**config.mk**
```make
export PLATFORM = sky130hd
export DESIGN_NAME = sprite_anim_renderer
export DESIGN_NICKNAME = d
export VERILOG_FILES = /design/src/rtl/sprite_pkg.sv /design/src/rtl/sprite_anim_seq.sv /design/src/rtl/sprite_anim_renderer.sv
export SDC_FILE = /design/constraint.sdc
export NUM_CORES = 1
export LEC_CHECK = 0
export CAP_MARGIN = 20
export CORE_UTILIZATION = 55
export CTS_CLUSTER_SIZE = 16
export DETAILED_ROUTE_END_ITERATION = 8
export PLACE_DENSITY_LB_ADDON = 0.25
export REMOVE_ABC_BUFFERS = 1
export SYNTH_ARGS = -nofsm -noshare
export SYNTH_HDL_FRONTEND = slang
export SYNTH_SLANG_ARGS = --single-unit
```
**constraint.sdc**
```tcl
create_clock -name i_vga_clk -period 5.8 [get_ports i_vga_clk]
set_clock_uncertainty 0.15 [all_clocks]
set_input_delay 1.16 -clock i_vga_clk [delete_from_list [all_inputs] [get_ports i_vga_clk]]
set_output_delay 1.16 -clock i_vga_clk [all_outputs]
set_load 0.01 [all_outputs]
```
**src/rtl/sprite_pkg.sv**
```systemverilog
// Shared types and helpers for the sprite render path.
package sprite_pkg;

  typedef enum logic [1:0] {
    StIdle,
    StPlay,
    StDone
  } anim_state_e;

  localparam int unsigned TRANSP_IDX_DEF = 0;
  localparam int unsigned SCREEN_W       = 640;
  localparam int unsigned SCREEN_H       = 480;

  // ROM word offset of the first pixel of a frame; frames are stored back-to-back.
  function automatic int unsigned frame_base(input int unsigned frame,
                                             input int unsigned spr_w,
                                             input int unsigned spr_h);
    return frame * spr_w * spr_h;
  endfunction

endpackage

```
**src/rtl/sprite_anim_seq.sv**
```systemverilog
// Animation frame sequencer: steps cur_frame on frame ticks with per-frame hold,
// loop or one-shot termination. Loads requested by a start are applied at the next tick.
module sprite_anim_seq
  import sprite_pkg::*;
#(
  parameter int unsigned FRAMES = 8,
  parameter int unsigned HOLD_W = 4
) (
  input  logic                      i_clk,
  input  logic                      i_reset_n,
  input  logic                      i_frame_tick,
  input  logic                      i_start,
  input  logic [$clog2(FRAMES)-1:0] i_first,
  input  logic [$clog2(FRAMES)-1:0] i_last,
  input  logic [HOLD_W-1:0]         i_hold,
  input  logic                      i_loop,
  output logic [$clog2(FRAMES)-1:0] o_cur_frame,
  output logic                      o_busy,
  output logic                      o_done
);

  localparam int unsigned FW = $clog2(FRAMES);

  anim_state_e       r_state, w_state_nxt;
  logic [FW-1:0]     r_cur, w_cur_nxt;
  logic [HOLD_W-1:0] r_hold, w_hold_nxt;
  logic              r_pend, w_pend_nxt;
  logic              r_done, w_done_nxt;
  logic [FW-1:0]     w_first;

  // An inverted range collapses to a single frame at anim_last.
  assign w_first = (i_first > i_last) ? i_last : i_first;

  always_comb begin
    w_state_nxt = r_state;
    w_cur_nxt   = r_cur;
    w_hold_nxt  = r_hold;
    w_pend_nxt  = r_pend;
    w_done_nxt  = 1'b0;
    if (i_start) begin
      w_state_nxt = StPlay;
      w_pend_nxt  = 1'b1;
    end
    if (i_frame_tick && (w_state_nxt == StPlay)) begin
      if (w_pend_nxt) begin
        w_cur_nxt  = w_first;
        w_hold_nxt = i_hold;
        w_pend_nxt = 1'b0;
      end else if (r_hold != '0) begin
        w_hold_nxt = r_hold - 1'b1;
      end else if (r_cur < i_last) begin
        w_cur_nxt  = r_cur + 1'b1;
        w_hold_nxt = i_hold;
      end else if (i_loop) begin
        w_cur_nxt  = w_first;
        w_hold_nxt = i_hold;
      end else begin
        w_state_nxt = StDone;
        w_done_nxt  = 1'b1;
      end
    end
  end

  always_ff @(posedge i_clk or negedge i_reset_n) begin
    if (!i_reset_n) begin
      r_state <= StIdle;
      r_cur   <= '0;
      r_hold  <= '0;
      r_pend  <= 1'b0;
      r_done  <= 1'b0;
    end else begin
      r_state <= w_state_nxt;
      r_cur   <= w_cur_nxt;
      r_hold  <= w_hold_nxt;
      r_pend  <= w_pend_nxt;
      r_done  <= w_done_nxt;
    end
  end

  assign o_cur_frame = r_cur;
  assign o_busy      = (r_state == StPlay);
  assign o_done      = r_done;

endmodule

```
**src/rtl/sprite_anim_renderer.sv**
```systemverilog
// Sprite pixel engine: box hit test, ROM address generation and registered palette output.
// Define SPRITE_FLIP_EN to honour i_flip_h (horizontal mirroring); otherwise it is ignored.
module sprite_anim_renderer
  import sprite_pkg::*;
#(
  parameter int unsigned SPR_W      = 64,
  parameter int unsigned SPR_H      = 96,
  parameter int unsigned FRAMES     = 8,
  parameter int unsigned IDX_W      = 3,
  parameter int unsigned POS_W      = 10,
  parameter int unsigned HOLD_W     = 4,
  parameter int unsigned TRANSP_IDX = TRANSP_IDX_DEF,
  parameter int unsigned ADDR_W     = $clog2(FRAMES * SPR_W * SPR_H)
) (
  input  logic                      i_vga_clk,
  input  logic                      i_reset_n,
  input  logic [POS_W-1:0]          i_draw_x,
  input  logic [POS_W-1:0]          i_draw_y,
  input  logic                      i_blank,
  input  logic                      i_frame_tick,
  input  logic [POS_W-1:0]          i_pos_x,
  input  logic [POS_W-1:0]          i_pos_y,
  input  logic                      i_flip_h,
  input  logic                      i_anim_start,
  input  logic [$clog2(FRAMES)-1:0] i_anim_first,
  input  logic [$clog2(FRAMES)-1:0] i_anim_last,
  input  logic [HOLD_W-1:0]         i_anim_hold,
  input  logic                      i_anim_loop,
  output logic [ADDR_W-1:0]         o_rom_addr,
  input  logic [IDX_W-1:0]          i_rom_q,
  output logic [IDX_W-1:0]          o_pix_idx,
  output logic                      o_pix_opaque,
  output logic                      o_anim_busy,
  output logic                      o_anim_done
);

  logic [POS_W-1:0]          r_pos_x_sh, r_pos_y_sh;
  logic [POS_W:0]            w_dx, w_dy, w_col;
  logic                      w_hit, r_hit_d;
  logic [ADDR_W-1:0]         w_rom_addr, r_rom_addr;
  logic [IDX_W-1:0]          r_pix_idx;
  logic                      r_pix_opaque;
  logic [$clog2(FRAMES)-1:0] w_cur_frame;

  sprite_anim_seq #(
    .FRAMES (FRAMES),
    .HOLD_W (HOLD_W)
  ) u_seq (
    .i_clk        (i_vga_clk),
    .i_reset_n    (i_reset_n),
    .i_frame_tick (i_frame_tick),
    .i_start      (i_anim_start),
    .i_first      (i_anim_first),
    .i_last       (i_anim_last),
    .i_hold       (i_anim_hold),
    .i_loop       (i_anim_loop),
    .o_cur_frame  (w_cur_frame),
    .o_busy       (o_anim_busy),
    .o_done       (o_anim_done)
  );

  // One extra bit so a scan left of / above the box shows up as negative, not a wrapped hit.
  assign w_dx  = {1'b0, i_draw_x} - {1'b0, r_pos_x_sh};
  assign w_dy  = {1'b0, i_draw_y} - {1'b0, r_pos_y_sh};
  assign w_hit = i_blank & ~w_dx[POS_W] & ~w_dy[POS_W] &
                 (w_dx < (POS_W + 1)'(SPR_W)) & (w_dy < (POS_W + 1)'(SPR_H));

`ifdef SPRITE_FLIP_EN
  logic r_flip_sh;
  assign w_col = r_flip_sh ? ((POS_W + 1)'(SPR_W - 1) - w_dx) : w_dx;

  always_ff @(posedge i_vga_clk or negedge i_reset_n) begin
    if (!i_reset_n)        r_flip_sh <= 1'b0;
    else if (i_frame_tick) r_flip_sh <= i_flip_h;
  end
`else
  logic w_unused_flip;
  assign w_unused_flip = i_flip_h;
  assign w_col         = w_dx;
`endif

  assign w_rom_addr = ADDR_W'(frame_base(32'(w_cur_frame), SPR_W, SPR_H) +
                              32'(w_dy) * SPR_W + 32'(w_col));

  always_ff @(posedge i_vga_clk or negedge i_reset_n) begin
    if (!i_reset_n) begin
      r_pos_x_sh   <= '0;
      r_pos_y_sh   <= '0;
      r_rom_addr   <= '0;
      r_hit_d      <= 1'b0;
      r_pix_idx    <= '0;
      r_pix_opaque <= 1'b0;
    end else begin
      if (i_frame_tick) begin
        r_pos_x_sh <= i_pos_x;
        r_pos_y_sh <= i_pos_y;
      end
      if (w_hit) r_rom_addr <= w_rom_addr;
      r_hit_d      <= w_hit;
      // i_rom_q was sampled by the ROM on the negedge using r_rom_addr.
      r_pix_idx    <= r_hit_d ? i_rom_q : '0;
      r_pix_opaque <= r_hit_d & (i_rom_q != IDX_W'(TRANSP_IDX));
    end
  end

  assign o_rom_addr   = r_rom_addr;
  assign o_pix_idx    = r_pix_idx;
  assign o_pix_opaque = r_pix_opaque;

endmodule

```
==> summary.txt <==
Floorplan
  – I/O Pins: 82
  – Die area: 7040 µm²
  – Num rows: 29
  – Starting Density: 57.4%
  – Die span in y: 83.9 µm
  – Chip width: 83.9 µm
  – Core ar.: 6420 µm²

Finish
  – Most frequent cells in the layout: 79 x clkdlybuf4s50_1, 52 x dfrtp_1, 42 x o21ai_0
  – Final nets: 579
  – Layout Area Growth over Synthesis: 26.2%
  – Share of layout cells above drive strength 1: 7.74%
  – Antenna Cells: 0
  – Most common cell after layout, fill and taps aside: clkdlybuf4s50_1
  – Post-route design area: 4650 µm²

Timing
  – TNS Setup: 0 ps
  – Slew of the pin with the lowest slew margin: 674 ps
  – Worst rel slew slack: 55.1%
  – Fin. Hold Viols: 0
  – PnR worst setup slack: 1050 ps
  – Fin crit share: 81.9%
  – Slew Viols, Final: 0
  – Tmin final: 4750 ps
  – Fmax: 210 MHz
  – RSZ-0062 raised after global routing: no
  – Final setup violation count: 0

Global route
  – First-pass GRT wire length: 13200 µm
  – Vias in the first global route: 3027
  – Largest net degree at the start of global routing: 53
  – Global route overflow: 0
  – Total global-route track usage: 23.2%
  – Initial antenna violation count: 0

Job
  – # Max-Cap Violations: 0

Worst setup path
  – Required time worst endpoint: 5860 ps
  – Worst Path Max Fanout: 3
  – Register-to-register setup slack: 1990 ps
  – Crit path capture type: flip-flop
  – Worst Reg-to-Reg Cells: 19
  – CP startpoint kind: primary input
  – Worst Path Arrival: 4810 ps
  – Capturing point of the worst reg2reg path: o_rom_addr[13]$_DFFE_PN0P_
  – Largest stage delay, worst path: 400 ps
  – Top cell by count, worst path: a21o_1
  – Crit path kind: primary input to flip-flop
  – Critical-path cell list: clkdlybuf4s50_1 -> inv_1 -> ha_1 -> inv_1 -> fa_1 -> a21o_1 -> a21oi_1 -> nor2b_1 -> o21a_1 -> nor2_1 -> xnor2_1 -> ha_1 -> a21o_1 -> a21o_1 -> nand2_1 -> and3b_1 -> mux2i_1 -> a21oi_1 -> nor2_1 -> xnor2_1 -> mux2_2
  – Reg-to-Reg Start: r_pos_x_sh[0]$_DFFE_PN0P_
  – Critical path's slowest cell: clkdlybuf4s50_1

Synth
  – Cells after Synth: 394
  – Post-synth design cell area: 3690 µm²
  – Synth Area per Inst: 9.36 µm²
  – Ys async rst share: 100%
  – Synthesized flop and latch total: 52
  – Synth cell types: 56
  – Post-synth EDFFs: 0
  – Post-synthesis sequential area ratio: 35.3%
  – Top FF cell, synth: dfrtp_1
  – Synth warn: 0

Clock tree
  – Clock transition at path regs: 100 ps
  – Worst-skew pair later-pin latency: 310 ps
  – CTS tree: yes
  – CTS buffer count: 5
  – Clock root buffer master: clkbuf_8
  – Hold Buf Count CTS: 0
  – Htree depth: 2
  – Post-CTS sizing: 0
  – Post-CTS setup buffers: 0
  – Clk buf depth: 2
  – Clock sink count: 52

Pwr
  – Power share of the sequential group: 31.4%
  – Net switching power: 0.564 mW
  – Leak pwr: 2.20 nW
  – VDD IR-drop max: 0.000170 V
  – Power share of the clock group: 15.0%
  – PD cells: 309 nW/µm²
  – Cell-internal power: 0.874 mW
  – Sw Ratio: 39.2%
  – Comb pwr share: 53.6%

Placed design
  – PortBufs: 80
  – Area after DPL: 4560 µm²
  – Placed wire-length estimate: 5960 µm
  – Post-place setup slack: 734 ps
  – GPL Wtd Cong: 0.912

Detailed routing
  – Vias: 3087
  – DR vias/cell: 5.56
  – DRT antenna net count: 0
  – DRT iter0 DRCs: 127
  – Pre-Repair DR Iteration Count: 6
  – Routed WL: 7680 µm
  – Wire per inst: 13.8 µm
  – # DRC: 11

Worst hold path
  – Worst Min Path Start: u_seq.r_state[0]$_DFF_PN0_
  – HP Class: flip-flop to flip-flop
  – Hold EP: u_seq.r_state[0]$_DFF_PN0_
  – Hold path cells: 2

Run status
  – Outcome: finished, violations left
  – Failing checks: design-rule violations
==> power by group through the flow <==
stage / sequential [mW] / clock [mW] / combinational, mW
6_report: 0.452 / 0.216 / 0.771
5_1_grt: 0.459 / 0.233 / 0.860
4_1_cts: 0.452 / 0.221 / 0.768
3_5_place_dp: 0.459 / 0 / 0.761
3_3_place_gp: 0.455 / 0 / 0.728
2_1_floorplan: 0.456 / 0 / 0.553
==> layout make-up <==
type | instances | area, µm²
clock buffers | 6 | 72.6
clock inverters | 2 | 16.3
fillers | 477 | 1770
inverters | 41 | 154
multi-input cells | 295 | 2200
flip-flops and latches | 52 | 1300
well taps | 77 | 96.3
repair buffers | 82 | 811
==> metrics by stage <==
stage	instances	power, mW	utilization, %	hold WS [ps]
final	555	1.44	72.4	350
after global routing	555	1.55	72.4	375
after CTS	555	1.44	72.4	351
after detailed placement	547	1.22	71.1	329
after global placement	547	1.18	71.1	312
after floorplan	388	1.01	-	303
==> worst max path at each step <==
stage           startpoint                          to  slack [ps]
3_3_place_gp   i_draw_x[0]  o_rom_addr[15]$_DFFE_PN0P_         760
5_1_grt        i_draw_x[0]  o_rom_addr[15]$_DFFE_PN0P_         670
2_1_floorplan  i_draw_x[0]  o_rom_addr[13]$_DFFE_PN0P_        1470
3_5_place_dp   i_draw_x[0]  o_rom_addr[13]$_DFFE_PN0P_         730
6_report       i_draw_x[0]  o_rom_addr[13]$_DFFE_PN0P_        1050
4_1_cts        i_draw_x[0]  o_rom_addr[13]$_DFFE_PN0P_        1060
==> routing by layer <==
metal  routed length [µm]  share of wire, %  up-vias  GRT usage [%]
met5                    0                 0        -              0
met4                  162               2.1        0           8.62
met3                  301               3.9       18           4.15
met2                 3790                49       83           40.5
met1                 3430                45     1448           28.5
li1                     -                 -     1538              -
==> state kept, by name, summed over array words and instances (netlist names) <==
name	count
u_seq.r_state	2
u_seq.o_done	1
o_pix_opaque	1
u_seq.r_pend	1
u_seq.o_cur_frame	3
r_hit_d	1
u_seq.r_hold	4
r_pos_y_sh	10
r_pos_x_sh	10
o_pix_idx	3
o_rom_addr	16
==> cells in the mapped netlist (2+ instances only) <==
cell / n / area (µm²)
dfrtp_1: 52 / 1300
o21ai_0: 42 / 210
inv_1: 40 / 150
ha_1: 38 / 475
nand2_1: 38 / 143
a21oi_1: 21 / 105
nor2_1: 21 / 78.8
xnor2_1: 13 / 114
mux2_2: 10 / 113
mux2i_1: 9 / 90.1
xor2_1: 9 / 78.8
a21o_1: 8 / 60.1
and2_1: 8 / 50.1
nor3_1: 7 / 35.0
nor2b_1: 6 / 37.5
o21a_1: 6 / 45.0
nand2b_1: 5 / 31.3
clkbuf_1: 4 / 15.0
fa_1: 4 / 80.1
a31oi_1: 3 / 18.8
mux2_4: 3 / 45.0
nand3_1: 3 / 15.0
o211ai_1: 3 / 22.5
o21ai_1: 3 / 15.0
a211oi_1: 2 / 15.0
a221o_1: 2 / 20.0
nor4_1: 2 / 12.5
o2111ai_2: 2 / 30.0
or2_2: 2 / 12.5
or3_1: 2 / 12.5
==> critical path: cells and delay by family <==
kind,cells,cell delay [ps]
muxes,2,450
buffers and inverters,3,520
xor gates and xnor gates,2,210
AOI/OAI and AO/OA,6,1050
and+or+nand+nor,5,620
adders and majority gates,3,810
==> kinds of logic (layout without fill, tap and decap cells) <==
group                      after synthesis  in the layout  share of synthesized area, %
DFF                                     52             52                          35.3
xor gates and xnor gates                22             22                          5.23
muxes                                   22             22                          6.72
and+or+nand+nor                        105            105                          14.4
AOI/OAI and AO/OA                      104            104                          18.3
adders and majority gates               42             42                          15.1
buffers and inverters                   47            131                          5.02
Power figures use the tool's default switching activity.
==> patch 1, RTL diff (same settings) <==
The parameter `SPR_H` goes from 96 to 48.
--- a/src/rtl/sprite_anim_renderer.sv
+++ b/src/rtl/sprite_anim_renderer.sv
@@ -5,5 +5,5 @@
 #(
   parameter int unsigned SPR_W      = 64,
-  parameter int unsigned SPR_H      = 96,
+  parameter int unsigned SPR_H      = 48,
   parameter int unsigned FRAMES     = 8,
   parameter int unsigned IDX_W      = 3,
Interface: changed (resized o_rom_addr); port bits go from 82 to 81. The function was not compared with the original's and may differ.
==> patch 1 against the original RTL <==
Wire length decreased by 2.8%. Area after synthesis decreased by 1.9%. Total power decreased by 6.8%. Clock power decreased by 3%. Worst hold slack got worse by 0.0022 ns. Final area decreased by 1.7%. Setup slack got worse by 0.27 ns. Utilization decreased by 0.39 points. Sequential cell count decreased by 1. Critical path type unchanged. Largest cell class unchanged.
==> patch 1: results (changes against the original RTL) <==
grtUsageTotal_pct: 22.9  # was 23.2%
synth.yosys.seq_area_share_pct: 35.3  # about the same
grt_pass1_wl_um: 13200  # about the same
seq_cells: 51  # was 52
buf_share_pct: 17.7  # was 17.4%
slew-limit-headroom_pct: 57.0  # was 55.1%
critical_path_arrival_ns: 5.07  # was 4.81 ns
rr_startpoint: "r_pos_x_sh[1]"  # was r_pos_x_sh[0]
nClkBuffers: 5  # was 6
ys_types: 53  # was 56
seq-cell-share_pct: 27.9  # was 28.0%
grt_pass1_vias: 3078  # was 3027
final_cells: 538  # was 555
drt_iter0_drc: 63  # was 127
worst_hold_slack_ns: 0.348  # was 0.350 ns
wl_per_cell_um: 13.9  # was 13.8 µm
io_buffers: 79  # was 80
leakagePower_uw: 0.00216  # was 0.00220 µW
clk_share_pct: 1.91  # about the same
inverters: 37  # was 41
vdd_drop_max_uv: 231  # was 170 µV
status: "finished, final reports clean"  # was finished with violations
path_delay_family: "adder cells"  # was compound AO/OA/AOI/OAI gates
critPathLaunch: "i_draw_x[1]"  # was i_draw_x[0]
pre_cts_ws_ns: 0.492  # was 0.734 ns
worst_path_largest_cell_delay_ns: 0.46  # was 0.40 ns
syn_inst: 378  # was 394
rrSetupSlack_ns: 1.70  # was 1.99 ns
gp_congestion: 0.833  # was 0.912
drive_above_1_share_pct: 8.24  # was 7.74%
netlist_top_cells_count: "51 x dfrtp_1, 42 x ha_1, 37 x inv_1"  # was 52 x dfrtp_1, 42 x o21ai_0, 40 x inv_1
multiInputGateArea_mm2: 0.00217  # was 0.00220 mm²
placed_area_mm2: 0.00449  # was 0.00456 mm²
die_width_um: 83.1  # was 83.9 µm
place_inst: 530  # was 547
multi_input_cells: 283  # was 295
largest_reg_flops: 15  # was 16
r2r_cells: 16  # was 19
fillers: 500  # was 477
viasPerCell: 5.47  # was 5.56
patch 1: cell types whose count changed after synthesis, sizes merged, moves of 3 or more:
cell	before	now
nand2	38	28
nor3	8	5
inv	41	37
nor2	21	28
and2	8	3
mux2	13	19
a21o	8	13
a21oi	23	20
mux2i	9	6
o21ai	45	29
ha	38	42
patch 1: routing by layer:
layer | share of wire, % | vias to the layer above | track usage (%)
met5 | 0 | - | 0
met4 | 1.1 | 0 | 4.70
met3 | 3.4 | 7 | 2.78
met2 | 50 | 63 | 41.1
met1 | 46 | 1372 | 29.7
li1 | - | 1502 | -
patch 1: cells by family after synthesis:
logic type / count (synthesis) / share of synthesized area, %
and+or+nand+nor: 95 / 13.1
AOI/OAI and AO/OA: 97 / 17.4
muxes: 25 / 7.58
adders and majority gates: 47 / 17.3
buffers and inverters: 44 / 4.77
DFF: 51 / 35.3
xor gates and xnor gates: 19 / 4.60
patch 1: where the power goes:
group	switching [µW]	internal, µW
Clock	125	85.4
Sequential	28.0	388
Combinational	357	357
==> patch 2, RTL diff (same settings) <==
Without the edit above. Register the input `i_pos_y` before use, cleared by the reset. The logic sees it one clock later. The other inputs are not delayed to match.
--- a/src/rtl/sprite_anim_renderer.sv
+++ b/src/rtl/sprite_anim_renderer.sv
@@ -34,4 +34,14 @@
   output logic                      o_anim_done
 );
+
+  logic [POS_W-1:0] i_pos_y_q;
+
+  always_ff @(posedge i_vga_clk or negedge i_reset_n) begin
+    if (!i_reset_n) begin
+      i_pos_y_q <= '0;
+    end else begin
+      i_pos_y_q <= i_pos_y;
+    end
+  end
 
   logic [POS_W-1:0]          r_pos_x_sh, r_pos_y_sh;
@@ -94,5 +104,5 @@
       if (i_frame_tick) begin
         r_pos_x_sh <= i_pos_x;
-        r_pos_y_sh <= i_pos_y;
+        r_pos_y_sh <= i_pos_y_q;
       end
       if (w_hit) r_rom_addr <= w_rom_addr;
Behaviour: not the same (Yosys sat finds a counterexample within 4 cycles, from zero or initial values and one cycle with i_reset_n low).
==> patch 2 against the original RTL <==
Synthesized cell count grew 4.3%. Final area grew 5.4%. Wire length grew 1.9%. Total power grew 5.1%. Setup slack lost 0.31 ns. Sequential cell count grew 10. Area after synthesis grew 4.0%. Sequential share of layout area grew 3.7 points. Critical path type unchanged. Highest routed layer unchanged.
==> patch 2: results (changes against the original RTL) <==
holdPathEnd: "r_pos_y_sh[1]"  # was u_seq.r_state[0]
cts_max_level: 3  # was 2
status: "finished, final reports clean"  # was finished with violations
grt_pass1_vias: 3059  # was 3027
drt-total-wl_um: 7830  # was 7680 µm
grt_max_degree: 63  # was 53
firstDrtPassIters: 4  # was 6
muxShareOfSynthArea_pct: 2.97  # was 6.72%
ys_types: 50  # was 56
drt_iter0_drc: 142  # was 127
insertion_delay_ns: 0.35  # was 0.31 ns
place_inst: 565  # was 547
grtUsageTotal_pct: 22.7  # was 23.2%
cts_buffers: 9  # was 5
cp-endpoint: "o_rom_addr[15]"  # was o_rom_addr[13]
synth.area.top_cells: "dfrtp_1 40%, ha_1 12%, nand2_1 5.1%, inv_1 3.9%, o21ai_0 3.8%"  # was dfrtp_1 35%, ha_1 13%, o21ai_0 5.7%, inv_1 4.1%, nand2_1 3.9%
synth_compound_area_share_pct: 17.4  # was 18.3%
hold_start: "i_pos_y_q[1]"  # was u_seq.r_state[0]
wl_per_cell_um: 13.5  # was 13.8 µm
placed_area_mm2: 0.00469  # was 0.00456 mm²
fin_ws_ns: 0.737  # was 1.05 ns
leakagePower_uw: 0.00229  # was 0.00220 µW
syn_inst: 411  # was 394
critical_path_arrival_ns: 5.17  # was 4.81 ns
synthXorXnorAreaFrac_pct: 5.02  # was 5.23%
vdd_drop_max_uv: 147  # was 170 µV
worst_hold_slack_ns: 0.313  # was 0.350 ns
pre_cts_ws_ns: 0.480  # was 0.734 ns
drive_above_1_share_pct: 6.19  # was 7.74%
synthAdderAreaFrac_pct: 14.5  # was 15.1%
r2r_cells: 16  # was 19
netlist_top_cells_count: "62 x dfrtp_1, 52 x nand2_1, 40 x inv_1"  # was 52 x dfrtp_1, 42 x o21ai_0, 40 x inv_1
patch 2: changes by cell type after synthesis, sizes merged, moves of 3 or more:
cell,unedited run,this run
mux2i,9,5
mux2,13,5
xor2,9,14
nand2,38,52
xnor2,13,8
o21ai,45,40
and2,8,4
dfrtp,52,62
nor2,21,24
nand3,3,7
patch 2: routing by layer:
layer | track usage, % | vias to the layer above | wire length, µm
met3 | 4.52 | 11 | 325
met5 | 0 | - | 0
met2 | 40.6 | 69 | 3940
li1 | - | 1596 | -
met4 | 9.09 | 0 | 123
met1 | 26.9 | 1472 | 3440
patch 2: where the power goes:
part	switching, µW	total, µW	leakage, µW	internal (µW)
logic	328	614	0.00142	285
clock network	187	399	0.0000951	212
registers	28.6	498	0.000783	470
patch 2: layout make-up:
class | count | area [µm²]
clock inverters | 6 | 70.1
flip-flops and latches | 62 | 1550
well taps | 80 | 100
fillers | 520 | 1850
repair buffers | 82 | 811
inverters | 40 | 150
multi-input cells | 301 | 2080
clock buffers | 10 | 138
